$ cat src/rtl/run_sequencer.sv
// Program-run controller: holds the core in reset while Start is high, loads the PC
// on launch, runs until halt or watchdog, then acknowledges and steps to the next program.
module run_sequencer #(
    parameter int              PC_W       = 10,
    parameter int              CYC_W      = 16,
    parameter int              NPROG      = 3,
    parameter logic [CYC_W-1:0] MAX_CYCLES = 16'd60000,
    parameter logic [PC_W-1:0] PROG0_BASE = 10'd0,
    parameter logic [PC_W-1:0] PROG1_BASE = 10'd256,
    parameter logic [PC_W-1:0] PROG2_BASE = 10'd512,
    parameter logic [PC_W-1:0] PROG3_BASE = 10'd768
) (
    input  logic             Clk,
    input  logic             Reset,
    input  logic             Start,
    input  logic             CoreHalt,
    output logic             CoreRst,
    output logic             CoreEn,
    output logic             PCLoad,
    output logic [PC_W-1:0]  PCLoadAddr,
    output logic [1:0]       ProgIdx,
    output logic [CYC_W-1:0] CycleCt,
    output logic             Timeout,
    output logic             Ack
);

    typedef enum logic [2:0] {IDLE, HOLD, LOAD, RUN, DONE} stateT;

    localparam logic [CYC_W-1:0] WD_LAST   = MAX_CYCLES - 1'b1;
    localparam logic [1:0]       LAST_PROG = 2'(NPROG - 1);

    stateT            state;
    stateT            stateNext;
    logic [1:0]       progIdxNext;
    logic [CYC_W-1:0] cycleCtNext;
    logic             timeoutNext;

    function automatic logic [PC_W-1:0] baseOf(input logic [1:0] idx);
        case (idx)
            2'd0:    baseOf = PROG0_BASE;
            2'd1:    baseOf = PROG1_BASE;
            2'd2:    baseOf = PROG2_BASE;
            default: baseOf = PROG3_BASE;
        endcase
    endfunction

    function automatic logic [1:0] advanceIdx(input logic [1:0] idx);
        advanceIdx = (idx == LAST_PROG) ? 2'd0 : idx + 2'd1;
    endfunction

    always_comb begin
        stateNext   = state;
        progIdxNext = ProgIdx;
        cycleCtNext = CycleCt;
        timeoutNext = Timeout;
        case (state)
            IDLE: if (Start) stateNext = HOLD;
            HOLD: if (!Start) stateNext = LOAD;
            LOAD: stateNext = Start ? HOLD : RUN;
            RUN: begin
                // Every RUN cycle counts, including the halting or watchdog one.
                cycleCtNext = CycleCt + 1'b1;
                if (Start) begin
                    stateNext = HOLD;
                end else if (CoreHalt) begin
                    stateNext   = DONE;
                    progIdxNext = advanceIdx(ProgIdx);
                    timeoutNext = 1'b0;
                end else if (CycleCt == WD_LAST) begin
                    stateNext   = DONE;
                    progIdxNext = advanceIdx(ProgIdx);
                    timeoutNext = 1'b1;
                end
            end
            DONE: if (Start) stateNext = HOLD;
            default: stateNext = IDLE;
        endcase
        if (stateNext == HOLD) begin
            cycleCtNext = '0;
            timeoutNext = 1'b0;
        end
    end

    always_ff @(posedge Clk) begin
        if (!Reset) begin
            state   <= IDLE;
            CoreRst <= 1'b1;
            CoreEn  <= 1'b0;
            PCLoad  <= 1'b0;
            Ack     <= 1'b0;
            Timeout <= 1'b0;
            ProgIdx <= 2'd0;
            CycleCt <= '0;
        end else begin
            state   <= stateNext;
            CoreRst <= (stateNext == IDLE) || (stateNext == HOLD);
            CoreEn  <= (stateNext == RUN);
            PCLoad  <= (stateNext == LOAD);
            Ack     <= (stateNext == DONE);
            Timeout <= timeoutNext;
            ProgIdx <= progIdxNext;
            CycleCt <= cycleCtNext;
        end
    end

    // Load address is pure data: it simply tracks the registered program index.
    always_ff @(posedge Clk) begin
        PCLoadAddr <= baseOf(Reset ? progIdxNext : 2'd0);
    end

endmodule

$ cat config.mk
export PLATFORM = sky130hd
export DESIGN_NAME = run_sequencer
export DESIGN_NICKNAME = d
export VERILOG_FILES = /design/src/rtl/run_sequencer.sv
export SDC_FILE = /design/constraint.sdc
export NUM_CORES = 1
export LEC_CHECK = 0
export CORE_MARGIN = 2
export CORE_UTILIZATION = 42
export DETAILED_ROUTE_END_ITERATION = 10
export GPL_ROUTABILITY_DRIVEN = 0
export GPL_TIMING_DRIVEN = 0
export PLACE_DENSITY = 0.85
export SLEW_MARGIN = 20
export SYNTH_ARGS = -nofsm -noshare
export SYNTH_HDL_FRONTEND = slang
export SYNTH_SLANG_ARGS = --single-unit
$ cat constraint.sdc
create_clock -name Clk -period 1.53 [get_ports Clk]
set_input_delay 0.153 -clock Clk [delete_from_list [all_inputs] [get_ports Clk]]
set_output_delay 0.153 -clock Clk [all_outputs]
set_load 0.005 [all_outputs]
==> key figures, run 1 <==
Status
  – Outcome: finished, violations left
  – Failing checks: setup timing

Global routing
  – Met1 usage: 20.0%
  – Vias in the first global route: 1,084
  – Largest net degree at the start of global routing: 15
  – All-Layer GR Usage: between 15 and 20%
  – Initial antenna violation count: 0
  – GR Util met2: 28.1%
  – Met3 usage: under 10%
  – First-pass GRT wire length: about 4600 µm
  – Gr busiest metal: met2
  – GR Overflow Total: 0

Detailed routing
  – Drt wl/cell: 13.1 µm
  – Via count: roughly 1,300
  – First-pass DRT Iterations: 4
  – # DRC: 0
  – ANT nets after route: 0
  – Initial DRC count: 40
  – Vias per inst: 5.16
  – WL final: 3170 µm

Power and ir drop
  – Leak Pwr: 0.793 nW
  – IR Drop Worst-Case VDD: around 0.5 mV
  – Total power: 0.00110 W
  – Clock share of power: 28.8%
  – Total internal power: 0.000838 W
  – Psw: 0.000261 W
  – Combinational group share of total power: 7.3%
  – Seq pwr share: 63.9%
  – Switching portion of total power: 23.7%
  – Pwr Density: 562 nW/µm²

Floorplanning
  – Core Area: just over 3000 µm²
  – Die W: 60.4 µm
  – Die height: 60.4 µm
  – Row cnt: 20
  – Initial Util: 43.8%
  – Die area: 3650 µm²
  – Ports: 37

Timing
  – Clk_skew: ~14 ps
  – Fin. Hold Viols: 0
  – Final slew viol count: 0
  – Final setup vio count: 1
  – Unrepaired setup endpoints after global routing: true
  – Peak Freq: about 650 MHz
  – Period Utilization, post-route: 101%
  – Total negative slack: -16.6 ps
  – Tmin final: 1550 ps
  – Final worst slack: -16.6 ps

Synth
  – Synth Area in Adders: 0.935%
  – Yosys top cell area share: between 40 and 50%
  – Post-synth cell types: 45
  – Avg Synthesized Cell Area: between 9 and 10 µm²
  – Post-synthesis mux area share: less than 1%
  – Synthesized area: 1340 µm²
  – Sequential share of the synthesized area: 40.4%
  – Main combinational cell family by area after synthesis: simple AND/OR/NAND/NOR gates
  – Syn. warnings: 0
  – Fraction of registers with async set/reset: 0%
  – Mapped Cells: 147
  – Largest cells by area after synthesis: dfxtp_1 (40%), buf_4 (6.2%), xor2_1 (4.6%)
  – Post-synth EDFFs: 0
  – Synth top cells by count: dfxtp_1 (27), nor2_1 (15), buf_4 (11)
  – Area leader, netlist: dfxtp_1
  – Post-synthesis compound-gate area fraction: between 10% and 20%
  – Post-synthesis simple-gate area fraction: a little under a third
  – Synth Register Bits: 27
  – Synth Flop Type: dfxtp_1
  – Top-count cell post-synth: dfxtp_1
  – XOR/XNOR share of the synthesized area: 7.20%

Critical path
  – CP Data Arrival Time: 1830 ps
  – CP Depth: 4
  – Setup CP Type: flip-flop to flip-flop
  – Startpoint Class: flip-flop
  – Crit. End Element: flip-flop
  – Critical-path maximum fanout: 11
  – Crit-path slowest cell: dfxtp_4
  – CP Cell Sequence: nand4_1, or2_4, or3_1, a21oi_1
  – Delay of the slowest cell on the worst path: 430 ps
  – Worst path bufs/invs: 0
  – Worst Reg-to-Reg Cells: 4
  – WP data required: ~1800 ps
  – Critical path's top delay family: simple AND/OR/NAND/NOR gates

CTS
  – Clock latency at the later pin of the worst-skew pair: 340 ps
  – Clk buf depth: 2
  – CTS tree: done
  – Clk slew on worst S/H paths: 150 ps
  – CTS buffer count: 3
  – CTS H-Tree Depth: 1
  – CTS Hold Bufs: 0
  – CTS root buf: clkbuf_4
  – CTS Sinks: 27

Final layout
  – Final std cells w/o fill: between 200 and 250
  – Area Growth Syn to Fin: 46.2%
  – Antenna cells: 0
  – Final Net Count: around 210
  – Share of layout cells above drive strength 1: 31.2%

Place
  – DP Wirelength: 1960 µm
  – Placed Cells: 226
  – Port bufs: 28

Run
  – Max-cap viol count: 0

Min path
  – Hold Crit Depth: 3
  – Worst Hold Class: input pin to flip-flop
==> timing repair <==
| item | 4_1_cts | 5_1_grt |
|---|---|---|
| gates resized for setup | 13 | 27 |
| setup buffers | 9 | 7 |
| pin swaps | 5 | 12 |
| gates cloned | 0 | 0 |
| endpoints found under the setup margin | 13 | 23 |
==> layout make-up <==
type                    count  area (µm²)
fillers                   271        1100
well taps                  44        55.1
plain buffers              13        92.6
multi-input cells         109         772
repair buffers             43         413
inverters                   3        11.3
flip-flops and latches     27         586
clock buffers               4        26.3
==> state kept, by name (all words and copies together), names as in the netlist <==
| signal | count |
|---|---|
| PCLoad | 1 |
| state | 3 |
| CoreRst | 1 |
| ProgIdx | 1 |
| CoreEn | 1 |
| CycleCt | 16 |
| Timeout | 1 |
| PCLoadAddr | 2 |
| Ack | 1 |
==> tightest hold or removal path, stage by stage <==
cell and delay [ps]:
clkdlybuf4s50_1 440, nand2b_1 130, nor4b_1 60
==> path summary, 6_finish.rpt <==
path / start / end / slack [ps]
worst min register to register: state[2]$_SDFF_PN0_ / Ack$_SDFF_PN0_ / 510
worst max register to register: state[0]$_SDFF_PN0_ / CycleCt[13]$_SDFFE_PP0P_ / -20
worst max-delay path: state[0]$_SDFF_PN0_ / CycleCt[13]$_SDFFE_PP0P_ / -20
worst min-delay path: Reset / PCLoad$_SDFF_PN0_ / 470
==> layer usage <==
layer,vias to the layer above,wire length [µm]
li1,625,-
met1,585,1360
met2,38,1600
met3,7,164
met4,0,47
met5,-,0
==> through the flow <==
step           hold slack, ps  utilization, %  setup WS [ps]  cell area [µm²]
3_5_place_dp              463            55.9           -109             1710
4_1_cts                   478            59.5           1.22             1820
5_1_grt                   489            64.1          -79.8             1960
6_report                  474            64.1          -16.6             1960
2_1_floorplan             291               -           15.1             1370
3_3_place_gp              468            55.9          -87.4             1710
==> power groups by stage <==
stage	clock network, W	registers (W)	logic [W]
floorplan	0	0.000727	0.0000601
global route	0.000342	0.000703	0.0000876
CTS	0.000316	0.000716	0.0000778
detailed placement	0	0.000727	0.0000867
global placement	0	0.000727	0.0000853
finish	0.000316	0.000702	0.0000801
==> placed cells by master, fill, tap and decap left out, types with 4 or more instances in the layout <==
master / n
nor2_1: 14
or3_1: 4
nand4_1: 8
xor2_1: 7
a21oi_1: 4
xnor2_1: 4
dfxtp_2: 6
buf_4: 23
dfxtp_1: 11
dfxtp_4: 10
o21ai_0: 4
conb_1: 8
clkdlybuf4s50_1: 25
nand2_1: 4
nand3_1: 6
==> kinds of logic (layout without fill, tap and decap cells) <==
family          Yosys count  in the layout
compound gates           22             22
xor+xnor                 11             11
fa+ha+maj                 1              1
buf+inv                  18             63
flops                    27             27
mux                       1              1
other cells               1              8
simple gates             66             66
(Power assumes the default switching activity.)
==> inputs of run 2 (changes only) <==
- CORE_ASPECT_RATIO: not set -> 0.5
- GPL_TIMING_DRIVEN: 0 -> not set
==> key figures, run 2 (same netlist as run 1, synthesis figures left out) <==
Final layout
  – Commonest non-fill, non-tap cell in the layout: clkdlybuf4s50_1 (unchanged)
  – Max reg flops: 16 (unchanged)
  – Largest Register: CycleCt (unchanged)
  – Largest regs: CycleCt (16), state (3), PCLoadAddr (2) (unchanged)
  – Area Growth Syn to Fin: 45.0% (was 46.2%)
  – Final Net Count: 205 (unchanged)
  – Antenna cells: 0 (unchanged)
  – Most frequent cells in the layout: clkdlybuf4s50_1 (28), buf_4 (27), dfxtp_1 (24) (was clkdlybuf4s50_1 (25), buf_4 (23), nor2_1 (14))
  – Share of layout cells above drive strength 1: 26.6% (was 31.2%)

Detailed routing
  – WL final: 3370 µm (was 3170 µm)
  – Via count: 1,272 (was 1,255)
  – Drt wl/cell: 14.1 µm (was 13.1 µm)
  – Vias per inst: 5.32 (was 5.16)
  – ANT nets after route: 0 (unchanged)
  – # DRC: 0 (unchanged)
  – Initial DRC count: 52 (was 40)
  – First-pass DRT Iterations: 4 (unchanged)

Timing
  – Total negative slack: -1.03 ps (was -16.6 ps)
  – Tmin final: 1530 ps (was 1550 ps)
  – Period Utilization, post-route: 100% (was 101%)
  – Final worst slack: -1.03 ps (was -16.6 ps)
  – Fin. Hold Viols: 0 (unchanged)
  – Final setup vio count: 1 (unchanged)
  – Hold slack: 471 ps (was 474 ps)
  – Peak Freq: 653 MHz (was 647 MHz)
  – Unrepaired setup endpoints after global routing: true (unchanged)
  – Clk_skew: 4.44 ps (was 14.3 ps)
  – Final slew viol count: 0 (unchanged)

Critical path
  – Setup CP Type: flip-flop to flip-flop (unchanged)
  – Most Frequent Cell on Critical Path: nand4_1
  – Worst Reg-to-Reg Cells: 5 (was 4)
  – CP Data Arrival Time: 1750 ps (was 1830 ps)
  – Worst Setup SP: CycleCt[0]$_SDFFE_PP0P_ (was state[0]$_SDFF_PN0_)
  – Crit. End Element: flip-flop (unchanged)
  – R2R Path End: PCLoadAddr[8]$_DFF_P_ (was CycleCt[13]$_SDFFE_PP0P_)
  – CP Cell Sequence: ha_4, and4_4, nand4_1, or3_1, nand4_1 (was nand4_1, or2_4, or3_1, a21oi_1)
  – Crit-path slowest cell: or3_1 (was dfxtp_4)
  – Setup crit end: PCLoadAddr[8]$_DFF_P_ (was CycleCt[13]$_SDFFE_PP0P_)
  – Startpoint Class: flip-flop (unchanged)
  – Critical-path maximum fanout: 6 (was 11)
  – Delay of the slowest cell on the worst path: 390 ps (was 430 ps)
  – WP data required: 1750 ps (was 1820 ps)
  – FF-to-FF setup slack: -1 ps (was -20 ps)
  – RR Startpoint: CycleCt[0]$_SDFFE_PP0P_ (was state[0]$_SDFF_PN0_)

Run
  – Max-cap viol count: 0 (unchanged)

Floorplanning
  – Die height: 43.9 µm (was 60.4 µm)
  – Row cnt: 14 (was 20)
  – Core Area: 3010 µm² (was 3050 µm²)
  – Die area: 3680 µm² (was 3650 µm²)
  – Initial Util: 44.4% (was 43.8%)
  – Ports: 37 (unchanged)
  – Die W: 83.8 µm (was 60.4 µm)

Global routing
  – Gr busiest metal: met2 (unchanged)
  – First-pass GRT wire length: 5000 µm (was 4600 µm)
  – Met3 usage: 4.57% (was 4.05%)
  – Largest net degree at the start of global routing: 15 (unchanged)
  – Vias in the first global route: 1,118 (was 1,084)
  – Initial antenna violation count: 0 (unchanged)
  – GR Util met2: 29.8% (was 28.1%)
  – All-Layer GR Usage: 17.0% (was 16.6%)
  – GR Overflow Total: 0 (unchanged)
  – Met1 usage: 21.0% (was 20.0%)

Place
  – Port bufs: 28 (unchanged)
  – Dpl ws: -69.9 ps (was -109 ps)
  – DP Wirelength: 2250 µm (was 1960 µm)

CTS
  – CTS buffer count: 3 (unchanged)
  – CTS root buf: clkbuf_8 (was clkbuf_4)
  – CTS tree: done (unchanged)
  – CTS Sinks: 27 (unchanged)
  – Clk slew on worst S/H paths: 90 ps (was 150 ps)
  – CTS Hold Bufs: 0 (unchanged)
  – CTS H-Tree Depth: 1 (unchanged)
  – Clk buf depth: 2 (unchanged)
  – Clock latency at the later pin of the worst-skew pair: 270 ps (was 340 ps)

Status
  – Outcome: finished, violations left (unchanged)
  – Failing checks: setup timing (unchanged)

Power and ir drop
  – Psw: 0.000264 W (was 0.000261 W)
  – Total power: 0.00119 W (was 0.00110 W)
  – Seq pwr share: 59.4% (was 63.9%)
  – Clock share of power: 33.9% (was 28.8%)
  – IR Drop Worst-Case VDD: 0.483 mV (was 0.493 mV)
  – Switching portion of total power: 22.2% (was 23.7%)
  – Leak Pwr: 0.724 nW (was 0.793 nW)
  – Total internal power: 0.000927 W (was 0.000838 W)
  – Pwr Density: 614 nW/µm² (was 562 nW/µm²)
  – Combinational group share of total power: 6.7% (was 7.3%)

Min path
  – Worst Hold Class: flip-flop to flip-flop (was input pin to flip-flop)
run 2: cell count changes in the layout (fill, tap and decap cells not counted), sizes merged:
cell and delta:
buf +1, clkbuf -1, clkdlybuf4s50 +3, dlymetal6s2s -3
run 2: worst min-delay path by stage:
stage	from	end	slack, ps	depth (start not counted)
finish	Timeout$_SDFFE_PP0P_	Timeout$_SDFFE_PP0P_	470	1
global route	Timeout$_SDFFE_PP0P_	Timeout$_SDFFE_PP0P_	500	1
CTS	Timeout$_SDFFE_PP0P_	Timeout$_SDFFE_PP0P_	470	1
detailed placement	Timeout$_SDFFE_PP0P_	Timeout$_SDFFE_PP0P_	450	1
global placement	Timeout$_SDFFE_PP0P_	Timeout$_SDFFE_PP0P_	450	1
floorplan	Start	CoreRst$_SDFF_PN1_	290	2
run 2: metrics by stage:
stage / util [%] / std cells / area, µm²
6_report: 64.4 / 239 / 1940
3_5_place_dp: 59.4 / 233 / 1790
5_1_grt: 64.4 / 239 / 1940
2_1_floorplan: - / 154 / 1370
3_3_place_gp: 59.4 / 233 / 1790
4_1_cts: 61.7 / 238 / 1860
run 2: layout make-up:
type,instances,area (µm²)
Fill cell,234,1070
Sequential cell,27,549
Tap cell,40,50.0
Multi-Input combinational cell,109,790
Inverter,3,11.3
Timing Repair Buffer,56,494
Clock buffer,4,45.0
run 2: layer usage:
metal	vias up	part of all wire (%)
met4	0	0
li1	623	-
met2	37	48
met3	0	4.1
met5	-	0
met1	612	48
run 2: worst max-delay path, delay by kind of cell (launching register included):
kind,cells,cell delay [ps]
simple gates,4,970
flops,1,370
fa+ha+maj,1,140
run 2: power groups by stage:
stage          Clock (W)  Sequential (W)  Combinational, W
3_5_place_dp           0        0.000728         0.0000748
4_1_cts         0.000410        0.000711         0.0000759
5_1_grt         0.000453        0.000709         0.0000862
3_3_place_gp           0        0.000727         0.0000729
6_report        0.000403        0.000708         0.0000799
2_1_floorplan          0        0.000727         0.0000601
run 2: what timing repair did:
item / CTS / global route
resized for setup: 2 / 17
cloned: 0 / 0
buffers inserted: 1 / 1
endpoints found under the setup margin: 2 / 12
pin swaps: 0 / 8
